==> config.mk <==
export PLATFORM = sky130hd
export DESIGN_NAME = mul_sequencer
export DESIGN_NICKNAME = d
export VERILOG_FILES = /design/src/rtl/mul_sequencer_pkg.sv /design/src/rtl/mul_shift_add_dp.sv /design/src/rtl/mul_sequencer.sv
export SDC_FILE = /design/constraint.sdc
export NUM_CORES = 1
export LEC_CHECK = 0
export ABC_AREA = 1
export BUFFER_PORTS_ARGS = -buffer_cell sky130_fd_sc_hd__buf_2
export CAP_MARGIN = 15
export CORE_MARGIN = 4
export CORE_UTILIZATION = 45
export CTS_CLUSTER_DIAMETER = 120
export DETAILED_ROUTE_END_ITERATION = 8
export GPL_TIMING_DRIVEN = 1
export SYNTH_ARGS = -nofsm -noshare
export SYNTH_HDL_FRONTEND = slang
export SYNTH_SLANG_ARGS = --single-unit
==> constraint.sdc <==
create_clock -name clk_i -period 6 [get_ports clk_i]
set_input_delay 0.6 -clock clk_i [delete_from_list [all_inputs] [get_ports clk_i]]
set_output_delay 0.6 -clock clk_i [all_outputs]
set_load 0.05 [all_outputs]
==> src/rtl/mul_sequencer_pkg.sv <==
// Shared constants for the EX-stage multiply sequencer.
package mul_sequencer_pkg;

  localparam int unsigned DEF_DATA_W = 32;
  localparam int unsigned DEF_CNT_W  = 6;

  // Decode values that select the multiply in EX
  localparam logic [2:0] MUL_CTRL = 3'b011;
  localparam logic [5:0] MULT     = 6'b011000;

  // Sequencer state encodings
  localparam logic [1:0] IDLE = 2'b00;
  localparam logic [1:0] RUN  = 2'b01;
  localparam logic [1:0] DONE = 2'b10;

endpackage

==> src/rtl/mul_shift_add_dp.sv <==
// Shift-add multiply datapath: magnitude load, iterative add/shift, signed fix-up into HI/LO.
module mul_shift_add_dp
  import mul_sequencer_pkg::*;
#(
  parameter int unsigned DATA_W = DEF_DATA_W
) (
  input  logic              clk_i,
  input  logic              rst_i,
  input  logic              load_i,
  input  logic              step_i,
  input  logic              finish_i,
  input  logic              signed_i,
  input  logic [DATA_W-1:0] a_i,
  input  logic [DATA_W-1:0] b_i,
  output logic [DATA_W-1:0] hi_o,
  output logic [DATA_W-1:0] lo_o
);

  localparam int unsigned PROD_W = 2 * DATA_W;

  logic [DATA_W-1:0] mcand_q;
  logic [DATA_W-1:0] mplier_q;
  logic [DATA_W-1:0] acc_q;
  logic              neg_q;

  logic [DATA_W-1:0] a_mag;
  logic [DATA_W-1:0] b_mag;
  logic [DATA_W-1:0] add_val;
  logic [DATA_W:0]   sum;
  logic [PROD_W-1:0] prod;
  logic [PROD_W-1:0] result;

  // Operand magnitudes, per-step sum and final signed product
  always_comb begin
    a_mag   = (signed_i && a_i[DATA_W-1]) ? (~a_i + DATA_W'(1)) : a_i;
    b_mag   = (signed_i && b_i[DATA_W-1]) ? (~b_i + DATA_W'(1)) : b_i;
    add_val = mplier_q[0] ? mcand_q : '0;
    sum     = {1'b0, acc_q} + {1'b0, add_val};
    prod    = {acc_q, mplier_q};
    result  = neg_q ? (~prod + PROD_W'(1)) : prod;
  end

  // Accumulator and multiplier shift register; carry shifts into acc MSB
  always_ff @(posedge clk_i or posedge rst_i) begin
    if (rst_i) begin
      mcand_q  <= '0;
      mplier_q <= '0;
      acc_q    <= '0;
      neg_q    <= 1'b0;
    end else if (load_i) begin
      mcand_q  <= a_mag;
      mplier_q <= b_mag;
      acc_q    <= '0;
      neg_q    <= signed_i & (a_i[DATA_W-1] ^ b_i[DATA_W-1]);
    end else if (step_i) begin
      acc_q    <= sum[DATA_W:1];
      mplier_q <= {sum[0], mplier_q[DATA_W-1:1]};
    end
  end

  // HI/LO only change on the finish strobe
  always_ff @(posedge clk_i or posedge rst_i) begin
    if (rst_i) begin
      hi_o <= '0;
      lo_o <= '0;
    end else if (finish_i) begin
      hi_o <= result[PROD_W-1:DATA_W];
      lo_o <= result[DATA_W-1:0];
    end
  end

endmodule

==> src/rtl/mul_sequencer.sv <==
// Multi-cycle multiply controller for EX: stalls the pipe while iterating, writes HI/LO.
module mul_sequencer
  import mul_sequencer_pkg::*;
#(
  parameter int unsigned DATA_W = DEF_DATA_W,
  parameter int unsigned CNT_W  = DEF_CNT_W
) (
  input  logic              clk_i,
  input  logic              rst_i,
  input  logic              start_i,
  input  logic              signed_i,
  input  logic              flush_i,
  input  logic [DATA_W-1:0] a_i,
  input  logic [DATA_W-1:0] b_i,
  output logic              stall_o,
  output logic              busy_o,
  output logic              done_o,
  output logic [DATA_W-1:0] hi_o,
  output logic [DATA_W-1:0] lo_o
);

  logic [1:0]       state_q, state_d;
  logic [CNT_W-1:0] cnt_q, cnt_d;
  logic             load, step, finish;

  // State and iteration counter registers
  always_ff @(posedge clk_i or posedge rst_i) begin
    if (rst_i) begin
      state_q <= IDLE;
      cnt_q   <= '0;
    end else begin
      state_q <= state_d;
      cnt_q   <= cnt_d;
    end
  end

  // Next state, datapath strobes; flush wins over everything except reset
  always_comb begin
    state_d = state_q;
    cnt_d   = cnt_q;
    load    = 1'b0;
    step    = 1'b0;
    finish  = 1'b0;
    case (state_q)
      IDLE: begin
        if (start_i && !flush_i) begin
          load    = 1'b1;
          cnt_d   = '0;
          state_d = RUN;
        end
      end
      RUN: begin
        if (flush_i) begin
          state_d = IDLE;
        end else begin
          step  = 1'b1;
          cnt_d = cnt_q + CNT_W'(1);
          if (cnt_q == CNT_W'(DATA_W - 1)) state_d = DONE;
        end
      end
      DONE: begin
        state_d = IDLE;
        finish  = !flush_i;
      end
      default: state_d = IDLE;
    endcase
  end

  // Status decode; stall drops in DONE so the mult leaves EX that cycle
  always_comb begin
    stall_o = ((state_q == IDLE) && start_i && !flush_i) || (state_q == RUN);
    busy_o  = (state_q != IDLE);
    done_o  = finish;
  end

  mul_shift_add_dp #(
    .DATA_W (DATA_W)
  ) u_dp (
    .clk_i    (clk_i),
    .rst_i    (rst_i),
    .load_i   (load),
    .step_i   (step),
    .finish_i (finish),
    .signed_i (signed_i),
    .a_i      (a_i),
    .b_i      (b_i),
    .hi_o     (hi_o),
    .lo_o     (lo_o)
  );

endmodule
Word-level counts from Yosys, hierarchy flattened. Index checks and enable logic that the tools add are counted.

Register bits after elaboration: 169. Input port bits: 69. Output and inout port bits: 67. Logic and storage cells: 57.

Add/subtract/negate cells: 5. Equality and inequality tests: 6. Mux-type cells: 20. Bitwise logic cells: 5. Reductions and logical operators: 13.

Operator list (number): $mux 32 (7); $add 32x1->32 const B (2); $add 64x1->64 const B (1); $mux 64 (1); $not 32->32 (2); $not 64->64 (1); $add 32x32->33 (1); $mux 6 (2); $pmux 6 s2 (1); $add 6x1->6 const B (1); $eq 6x5->1 const B (1); $mux 2 (3); $reduce_bool 2->1 (3); $logic_and 1x1->1 (5); $mux 1 (5); $ne 2x2->1 const B (2); $pmux 2 s2 (1); $ne 3x3->1 const B (1); $reduce_and 3->1 (1); $eq 2x1->1 const B (1); $eq 2x2->1 const B (1); $logic_not 2->1 (1); $reduce_and 2->1 (1); $and 1x1->1 (1); other kinds (3) (3).

Depth between registers and ports, before layout.
Depth in word-level cells: 5. Depth in mapped cells: 18. Mapped depth without buffers: 16.

By module. A second synthesis with hierarchy kept.

Cell total of the unflattened synthesis: 2165. Area, all modules: 13336.5 um^2.

By module, submodules not included: mul_shift_add_dp (instances 1, cells each 2109, area an instance 12886.1 um^2); mul_sequencer (instances 1, cells each 56, area an instance 450.4 um^2).

Worst setup path after synthesis. No wires, ideal clock.

Path type: register to output. Start: register state_q[0]. End: output stall_o. Arrival: 1762 ps. Required time: 5400 ps. Path slack: 3638 ps. Stages on the path, launching flop included: 7. Cell sequence: dfrtp_1 -> or2_1 -> nor2_4 -> inv_2 -> buf_2 -> buf_2 -> nand2_1.

Word-level cells in the longest chain between the ends: 4.

Ends and longest elaborated chain: start, declared (RTL line mul_sequencer.sv:22) `logic [1:0] state_q, state_d;`; start signal, assigned (RTL line mul_sequencer.sv:32) `state_q <= state_d;`; $logic_not 2->1 (RTL line mul_sequencer.sv:71) `stall_o = ((state_q == IDLE) && start_i && !flush_i) || (state_q == RUN);`; $logic_and 1x1->1 (2 in series) (RTL line mul_sequencer.sv:71); $logic_or 1x1->1 * (RTL line mul_sequencer.sv:71); end, declared (RTL line mul_sequencer.sv:15) `output logic stall_o,`.

Mark *: on every way between the ends. The rest lies on a longest branch, timed or not.

Worst setup path in the final report. Ends and elaborated chain as after synthesis.

==> reports/metrics.cfg <==
[synthesis]
synth_top_area_frac = 0.3198
synth_nets = 2244
ys.flop_type = dfrtp_1
syn_inst = 2138
async_reset_ff_frac = 1.000
ys_top_cells_by_count = nand2_1, inv_1, nor2_1
netlist_area_sq_um = 13220
syn_area_per_cell_sq_um = 6.185
synth_edf_count = 0
synth_area_leader_cell = dfrtp_1
ys_ff_latch = 169
synth.yosys.warnings = 0
ys_top_cells_by_area = dfrtp_1, nand2_1, inv_1
synth.distinct_cells = 50
ys_seq_area_frac = 0.3198
synth_most_common_cell = nand2_1

[route]
antenna_left = 0
drtIter0Drc = 1139
drc = 0
viasPerCell = 5.132
wl_per_cell_microns = 15.45
wl_microns = 40750
first_pass_iters = 7
via_count = 13530

[floorplanning]
die-area_sq_um = 32190
start_util = 0.4582
die_h_microns = 179.4
ioPinCount = 136
core_sq_um = 28860
fp-row-count = 62
fp.dieW_microns = 179.4

[setup_path]
cp.arrival_ps = 2560
cp-start-kind = register
critPathBufInv = 4
crit_chain = or2_1, nor2_4, buf_4, inv_2, buf_4, nand2_1, buf_2
crit_type = reg -> out
cp-end-kind = output port
cp_common_cell = buf_4
path_delay_family = buffers and inverters
crit_path_top_delay_cell = buf_4
reg2reg_slack_ps = 3100
crit_fanout = 88
max_stage_delay_ps = 460
worst_ep_required_time_ps = 5400

[finish]
drive_above_1_share = 0.1079
area_growth_syn_to_layout_pct = 11.62
multiInputGateArea_sq_um = 7664
regArea_sq_um = 4230
nFillCells = 3096
fin_area_sq_um = 14760
antennaDiodeCount = 0
nets = 2346
fin_cells = 2637

[timing]
grt_setup_unrepaired = false
fin_skew_ps = 19.11
hold_viol_final = 0
setup_tns_ps = 0
slew-limit-headroom = 0.3303
fin_crit_sh = 0.5269
hold_ws_ps = 162.0
worst_slew_pin_slew_ps = 1002
period_needed_ps = 3161
slew_viol_final = 0
setup_violations = 0
fmax_mhz = 316.3

[global_route]
antenna_found_initial = 0
grt_max_degree = 91
grt_use_total = 0.2511
grt_pass1_wl_microns = 66410
grt_pass1_vias = 12420
grt_overflow = 0

[clocking]
tritoncts = built
cts.path.max_buffers = 2
cts_resized = 0
cts.hold.buffers_added = 0
clock-sinks = 169
cts_max_level = 4
numCtsBuffers = 17
cts_root_buffer = clkbuf_16
cts_setup_buffers = 0
clk_pin_slew_ps = 90
clock_latency_ps = 460

[run_status]
outcome = complete, no violations

[place]
routabilityCongestion = 0.9372
io_buffers = 135
placed_area_sq_um = 14180
place_hpwl_microns = 31650
dp_cells = 2605

[flow_run]
cap_violations = 0

[pwr]
irDropWorstVdd_mv = 0.1891
power.leakage_nw = 8.012
power_w = 0.006485
p_per_area_nw_per_um2 = 439.4

[worst_hold_path]
min_path_type = in -> async

worst paths after layout:
| kind | from | endpoint | cells after the start |
|---|---|---|---|
| min reg2reg | u_dp.hi_o[30] | u_dp.hi_o[30] | 2 |
| max | state_q[0] | stall_o | 7 |
| max in group asynchronous | rst_i | u_dp.neg_q | 3 |
| min | rst_i | u_dp.lo_o[11] | 2 |
| min in group clk_i | a_i[0] | u_dp.mcand_q[0] | 3 |
| max reg2reg | u_dp.mplier_q[0] | u_dp.acc_q[15] | 15 |
layout make-up:
cell class,count,area share
multi-input combinational,1626,0.5192
sequential,169,0.2866
inverter,283,0.07240
timing repair buffer,143,0.04985
tap,384,0.03255
clock buffer,17,0.02882
clock inverter,15,0.01051
per-stage QoR:
step                  util  worst slack [ps]
floorplan                -             824.9
finish              0.5114              2839
detailed placement  0.4913              3089
global placement    0.4913              3099
CTS                 0.5114              2815
global route        0.5114              2584
power by group:
part,switching [W],internal (W)
Combinational,0.00240,0.000940
Clock,0.000550,0.000555
Sequential,0.000484,0.00156
layer usage:
layer | vias up | GRT usage | share of wire
li1 | 6941 | - | -
met1 | 6128 | 0.4088 | 0.53
met2 | 414 | 0.3478 | 0.39
met3 | 51 | 0.02708 | 0.059
met4 | 0 | 0.07071 | 0.020
met5 | - | 0 | 0
cell usage in the layout, fill, tap and decap left out, types with 2 or more instances in the layout:
cell type   count
nor2_4         10
dfrtp_1       168
inv_1         272
o21ai_1        21
clkinvlp_4      2
inv_6           6
xor2_1         45
nand3b_1        8
inv_8           3
xnor2_1         3
o21bai_1        4
nand2_1       789
nor3_2          3
and2_1          3
or2_2           3
inv_2           8
o21a_1          2
and3_1          3
nand4_1        19
o211ai_1        2
clkbuf_16      17
ha_1           36
nand2_2        13
buf_4           8
o21ai_0       135
o31ai_1         2
nand3_2         7
or2_0           2
a21oi_1        59
nor2_2         18
nor3_1         18
a31oi_1         2
o22ai_1         6
nand3_1       195
clkinv_2        2
nor2_1        202
nor4_1          4
clkinv_8        3
buf_2         135
sequential cells by signal (all words and copies together) (netlist names):
name           count
u_dp.lo_o         32
cnt_q              6
u_dp.hi_o         32
u_dp.acc_q        32
u_dp.mplier_q     32
state_q            2
u_dp.mcand_q      32
u_dp.neg_q         1
kinds of logic (layout without fill, tap and decap cells):
logic type / count (synthesis) / after routing / synth area share
AO/OA/AOI/OAI: 240 / 240 / 0.09576
XOR/XNOR: 48 / 48 / 0.03179
adder cells (fa/ha/maj): 37 / 37 / 0.03558
multiplexers: 1 / 1 / 0.0007570
buffers and inverters: 343 / 458 / 0.1010
AND/OR/NAND/NOR: 1300 / 1300 / 0.4153
flip-flops: 169 / 169 / 0.3198
(Power assumes the default switching activity.)
